## src/rtl/vga_pkg.sv

```systemverilog
`default_nettype none
// ============================================================================
// Module   : vga_pkg
// Brief    : Default 640x480 timing constants shared by the VGA timing block.
// Revision : 1.0
// ============================================================================
package vga_pkg;

  localparam int C_H_ACTIVE = 640;
  localparam int C_H_FP     = 16;
  localparam int C_H_SYNC   = 96;
  localparam int C_H_BP     = 48;
  localparam int C_H_TOTAL  = C_H_ACTIVE + C_H_FP + C_H_SYNC + C_H_BP;

  localparam int C_V_ACTIVE = 480;
  localparam int C_V_FP     = 10;
  localparam int C_V_SYNC   = 2;
  localparam int C_V_BP     = 33;
  localparam int C_V_TOTAL  = C_V_ACTIVE + C_V_FP + C_V_SYNC + C_V_BP;

endpackage
`default_nettype wire

```

## src/rtl/vga_timing.sv

```systemverilog
`default_nettype none
// ============================================================================
// Module   : vga_timing
// Brief    : VGA pixel/line counters with a single registered colour+sync stage.
//            Optional vblank interrupt output enabled by macro VGA_VBLANK_IRQ_EN.
// Revision : 1.0
// ============================================================================
module vga_timing
  import vga_pkg::*;
#(
  parameter int CLK_DIV  = 4,
  parameter int H_ACTIVE = C_H_ACTIVE,
  parameter int H_FP     = C_H_FP,
  parameter int H_SYNC   = C_H_SYNC,
  parameter int H_BP     = C_H_BP,
  parameter int V_ACTIVE = C_V_ACTIVE,
  parameter int V_FP     = C_V_FP,
  parameter int V_SYNC   = C_V_SYNC,
  parameter int V_BP     = C_V_BP,
  parameter bit SYNC_POL = 1'b0
) (
  input  logic        clk,
  input  logic        rst,
  output logic [9:0]  pixel_x,
  output logic [9:0]  pixel_y,
  input  logic [11:0] pixel,
  output logic [3:0]  vga_r,
  output logic [3:0]  vga_g,
  output logic [3:0]  vga_b,
  output logic        vga_hs,
  output logic        vga_vs
`ifdef VGA_VBLANK_IRQ_EN
  ,
  output logic        vblank_irq
`endif
);

  localparam int H_TOTAL  = H_ACTIVE + H_FP + H_SYNC + H_BP;
  localparam int V_TOTAL  = V_ACTIVE + V_FP + V_SYNC + V_BP;
  localparam int HS_START = H_ACTIVE + H_FP;
  localparam int HS_END   = HS_START + H_SYNC;
  localparam int VS_START = V_ACTIVE + V_FP;
  localparam int VS_END   = VS_START + V_SYNC;
  localparam int DIV_W    = $clog2(CLK_DIV);

  logic [DIV_W-1:0] div_cnt_q, div_cnt_d;
  logic [9:0]       h_cnt_q, h_cnt_d;
  logic [9:0]       v_cnt_q, v_cnt_d;
  logic [11:0]      rgb_q, rgb_d;
  logic             hs_q, hs_d;
  logic             vs_q, vs_d;
  logic             tick, h_wrap, v_wrap, active, hs_on, vs_on;

  always_comb begin
    tick   = (div_cnt_q == DIV_W'(CLK_DIV - 1));
    h_wrap = (h_cnt_q == 10'(H_TOTAL - 1));
    v_wrap = (v_cnt_q == 10'(V_TOTAL - 1));
    active = (h_cnt_q < 10'(H_ACTIVE)) && (v_cnt_q < 10'(V_ACTIVE));
    hs_on  = (h_cnt_q >= 10'(HS_START)) && (h_cnt_q < 10'(HS_END));
    vs_on  = (v_cnt_q >= 10'(VS_START)) && (v_cnt_q < 10'(VS_END));

    div_cnt_d = tick ? '0 : div_cnt_q + DIV_W'(1);
    h_cnt_d   = h_cnt_q;
    v_cnt_d   = v_cnt_q;
    rgb_d     = rgb_q;
    hs_d      = hs_q;
    vs_d      = vs_q;

    // Output stage decodes the pixel being left, so it lags the counters by one pixel.
    if (tick) begin
      h_cnt_d = h_wrap ? '0 : h_cnt_q + 10'd1;
      if (h_wrap) begin
        v_cnt_d = v_wrap ? '0 : v_cnt_q + 10'd1;
      end
      rgb_d = active ? pixel : '0;
      hs_d  = hs_on ? SYNC_POL : ~SYNC_POL;
      vs_d  = vs_on ? SYNC_POL : ~SYNC_POL;
    end
  end

  always_ff @(posedge clk) begin
    if (rst) begin
      div_cnt_q <= '0;
      h_cnt_q   <= '0;
      v_cnt_q   <= '0;
      rgb_q     <= '0;
      hs_q      <= ~SYNC_POL;
      vs_q      <= ~SYNC_POL;
    end else begin
      div_cnt_q <= div_cnt_d;
      h_cnt_q   <= h_cnt_d;
      v_cnt_q   <= v_cnt_d;
      rgb_q     <= rgb_d;
      hs_q      <= hs_d;
      vs_q      <= vs_d;
    end
  end

  assign pixel_x = h_cnt_q;
  assign pixel_y = v_cnt_q;
  assign vga_r   = rgb_q[11:8];
  assign vga_g   = rgb_q[7:4];
  assign vga_b   = rgb_q[3:0];
  assign vga_hs  = hs_q;
  assign vga_vs  = vs_q;

`ifdef VGA_VBLANK_IRQ_EN
  logic irq_q;

  // Fires once as the last active line finishes.
  always_ff @(posedge clk) begin
    if (rst) begin
      irq_q <= 1'b0;
    end else begin
      irq_q <= tick && h_wrap && (v_cnt_q == 10'(V_ACTIVE - 1));
    end
  end

  assign vblank_irq = irq_q;
`endif

endmodule
`default_nettype wire

```

## config.mk

```make
export PLATFORM = sky130hd
export DESIGN_NAME = vga_timing
export DESIGN_NICKNAME = d
export VERILOG_FILES = /design/src/rtl/vga_pkg.sv /design/src/rtl/vga_timing.sv
export SDC_FILE = /design/constraint.sdc
export NUM_CORES = 1
export LEC_CHECK = 0
export ABC_AREA = 1
export BUFFER_PORTS_ARGS = -buffer_cell sky130_fd_sc_hd__buf_2
export CAP_MARGIN = 20
export CORE_ASPECT_RATIO = 1.75
export CORE_MARGIN = 2
export CORE_UTILIZATION = 40
export CTS_BUF_LIST = sky130_fd_sc_hd__clkbuf_8
export DETAILED_ROUTE_END_ITERATION = 10
export GPL_TIMING_DRIVEN = 0
export PLACE_DENSITY = 0.64
export SLEW_MARGIN = 20
export SYNTH_ARGS = -nofsm -noshare
export SYNTH_HDL_FRONTEND = slang
export SYNTH_SLANG_ARGS = --single-unit
```

## constraint.sdc

```tcl
create_clock -name clk -period 1.72 [get_ports clk]
set_input_delay 0 -clock clk [delete_from_list [all_inputs] [get_ports clk]]
set_output_delay 0 -clock clk [all_outputs]
set_load 0.005 [all_outputs]
```

==> flow_metrics.env <==
export IMPL_cp_common_cell="nand2_1"
export IMPL_start_kind="register"
export IMPL_die_area_um2=5090
export IMPL_cp_max_fo=8
export IMPL_fin_crit_ns=1.56
export IMPL_postRouteAntennaNets=0
export IMPL_final_cell_area_um2=2340
export IMPL_path_class="register to register"
export IMPL_relSlewSlack_pct=65.5
export IMPL_rsz0062_at_grt="no"
export IMPL_power_density_nw_per_um2=742
export IMPL_async_flop_share_pct=0
export IMPL_path_buf_inv=1
export IMPL_wl_per_cell_um=11.3
export IMPL_layout_commonest_cell="nand2_1"
export IMPL_grt_overflow=0
export IMPL_numCtsBuffers=5
export IMPL_status="completed"
export IMPL_hold_violations=0
export IMPL_max_stage_delay_ns=0.39
export IMPL_synth_avg_cell_area_um2=6.91
export IMPL_synth_edff_count=0
export IMPL_dpl_cell_area_um2=2100
export IMPL_finalNetCount=346
export IMPL_routed_top_layer="met4"
export IMPL_vias=1803
export IMPL_place_gp_congestion=0.812
export IMPL_cts_clk_slew_worst_paths_ns=0.08
export IMPL_hold_depth=4
export IMPL_peakVddDrop_v=0.000817
export IMPL_cts_sinks=36
export IMPL_wl_met2_um=2230
export IMPL_diodes=0
export IMPL_h_tree_depth=2
export IMPL_rr_worst_depth=8
export IMPL_hold_class="input port to register"
export IMPL_rows=32
export IMPL_tns_ns=0
export IMPL_synthFlopType="dfxtp_1"
export IMPL_syn_nets=280
export IMPL_r2r_setup_slack_ns=0.16
export IMPL_clkLatencyLatePin_ns=0.29
export IMPL_ctsLongestPathBuffers=2
export IMPL_synth_area_um2=1800
export IMPL_initial_utilization_pct=41.3
export IMPL_hold_start="rst"
export IMPL_regToRegEndpoint="pixel_y[3]"
export IMPL_vias_per_cell=4.76
export IMPL_drt_met1_wl_um=1760
export IMPL_p_leak_nw=1.10
export IMPL_port_buffers=47
export IMPL_layout_common_cells="nand2_1, buf_2, dfxtp_1"
export IMPL_grt_pass1_vias=1633
export IMPL_drc=0
export IMPL_hold_end="rgb_q[11]"
export IMPL_fmax_mhz=642
export IMPL_die_y_um=92.8
export IMPL_crit_path_end_kind="register"
export IMPL_core_um2=4360
export IMPL_ys_seq_area_share_pct=39.9
export IMPL_cts_tree="built"
export IMPL_num_io_pins=48
export IMPL_first_pass_iters=4
export IMPL_root_buffer="clkbuf_8"
export IMPL_crit_path_cell_trace="ha_1 > nand2_1 > nor2_2 > nand4_1 > nand2_4 > o21ai_1 > nand2_1 > inv_1"
export IMPL_layout_drive_gt1_share_pct=24.4
export IMPL_maxCapViolCount=0
export IMPL_post_route_period_util_pct=90.6
export IMPL_synthCells=261
export IMPL_cp_top_family="simple AND/OR/NAND/NOR gates"
export IMPL_fp_dieW_um=54.8
export IMPL_worstPathArrival_ns=1.75
export IMPL_drt_iter0_markers=21
export IMPL_synthDistinctLibCells=26
export IMPL_antenna_found_initial=0
export IMPL_grt_usage_pct=19.2
export IMPL_slew_viol_final=0
export IMPL_crit_required_ns=1.91
export IMPL_grt_max_degree=13
export IMPL_fin_skew_ns=0.00813
export IMPL_ys_seq_elements=36
export IMPL_place_hpwl_um=3170
export IMPL_worst_path_max_delay_cell="dfxtp_1"
export IMPL_worst_pin_slew_ns=0.517
export IMPL_grt_first_pass_wirelength_um=7210
export IMPL_fillers=464
export IMPL_ys_warn_count=0
export IMPL_met3_wirelength_um=234
export IMPL_areaGrowthSynthToFinish_pct=29.7
export IMPL_finalSetupViolCount=0
export IMPL_reg2reg_from="pixel_x[0]"
export IMPL_routed_wl_um=4300
==> cell families after synthesis <==
kind of cell / after synthesis / synth area share (%)
flops: 36 / 39.9
buf+inv: 40 / 9.50
fa+ha+maj: 5 / 3.47
xor+xnor: 5 / 2.43
simple gates: 144 / 35.8
compound gates: 31 / 8.88
==> worst register-to-register path, delay by kind of cell (launching register included) <==
family	cells	cell delay, ns
AO/OA/AOI/OAI	1	0.08
adder cells (fa/ha/maj)	1	0.23
buffers and inverters	1	0.03
flip-flops	1	0.39
AND/OR/NAND/NOR	5	0.73
==> worst max path at each step <==
stage,start,to,slack [ns],depth (start not counted)
2_1_floorplan,pixel_x[0],pixel_y[9],0.38,8
3_3_place_gp,pixel_x[0],pixel_y[9],0.19,8
3_5_place_dp,pixel_x[1],pixel_y[3],0.16,8
4_1_cts,pixel_x[1],pixel_y[3],0.14,8
5_1_grt,pixel_x[0],pixel_y[3],0.03,8
6_report,pixel_x[0],pixel_y[3],0.16,8
==> cell usage after synthesis (4+ instances only) <==
cell	n	area (µm²)
a21oi_1	11	55.1
buf_2	4	20.0
dfxtp_1	36	721
ha_1	5	62.6
inv_1	30	113
nand2_1	79	297
nand3_1	14	70.1
nand4_1	4	25.0
nor2_1	29	109
nor2_2	8	50.1
o21ai_0	12	60.1
o21ai_1	5	25.0
xor2_1	4	35.0
==> repair_timing <==
action | in CTS | in global routing
gates resized for setup | 0 | 1
hold buffers | 12 | 0
endpoints found under the setup margin | 0 | 2
buffers inserted | 0 | 0
endpoints found under the hold margin | 12 | 0
==> report_power, final <==
group | total (mW) | switching (mW) | internal (mW)
clock network | 0.759 | 0.330 | 0.429
registers | 0.862 | 0.0102 | 0.852
logic | 0.115 | 0.0591 | 0.0561
total | 1.74 | 0.399 | 1.34
==> flip-flops by register name, summed over array words and instances, names as in the netlist <==
name       flops
pixel_y       10
vga_vs         1
pixel_x       10
rgb_q         12
div_cnt_q      2
vga_hs         1
==> through the flow <==
| stage | util (%) | power [mW] | hold WS (ns) | cells | setup WS [ns] |
|---|---|---|---|---|---|
| 3_3_place_gp | 48.2 | 0.972 | 0.256 | 359 | 0.187 |
| 4_1_cts | 53.5 | 1.76 | 0.0670 | 379 | 0.140 |
| 2_1_floorplan | - | 0.930 | 0.151 | 261 | 0.380 |
| 5_1_grt | 53.6 | 1.81 | 0.0890 | 379 | 0.0262 |
| 6_report | 53.6 | 1.74 | 0.0713 | 379 | 0.162 |
| 3_5_place_dp | 48.2 | 0.975 | 0.266 | 359 | 0.161 |
==> layer usage <==
metal / vias up / GRT usage (%)
met1: 789 / 21.7
met4: 0 / 7.50
met5: - / 0
li1: 953 / -
met3: 6 / 4.35
met2: 55 / 32.8
==> cell type report <==
cell class | instances | area, µm² | share of cell area [%]
well taps | 51 | 63.8 | 2.73
plain buffers | 8 | 46.3 | 1.98
clock buffers | 5 | 68.8 | 2.94
inverters | 32 | 125 | 5.35
repair buffers | 59 | 355 | 15.2
multi-input cells | 185 | 917 | 39.2
flip-flops and latches | 36 | 721 | 30.8
clock inverters | 3 | 42.5 | 1.82
No activity file was read; power rests on OpenSTA's default activity.
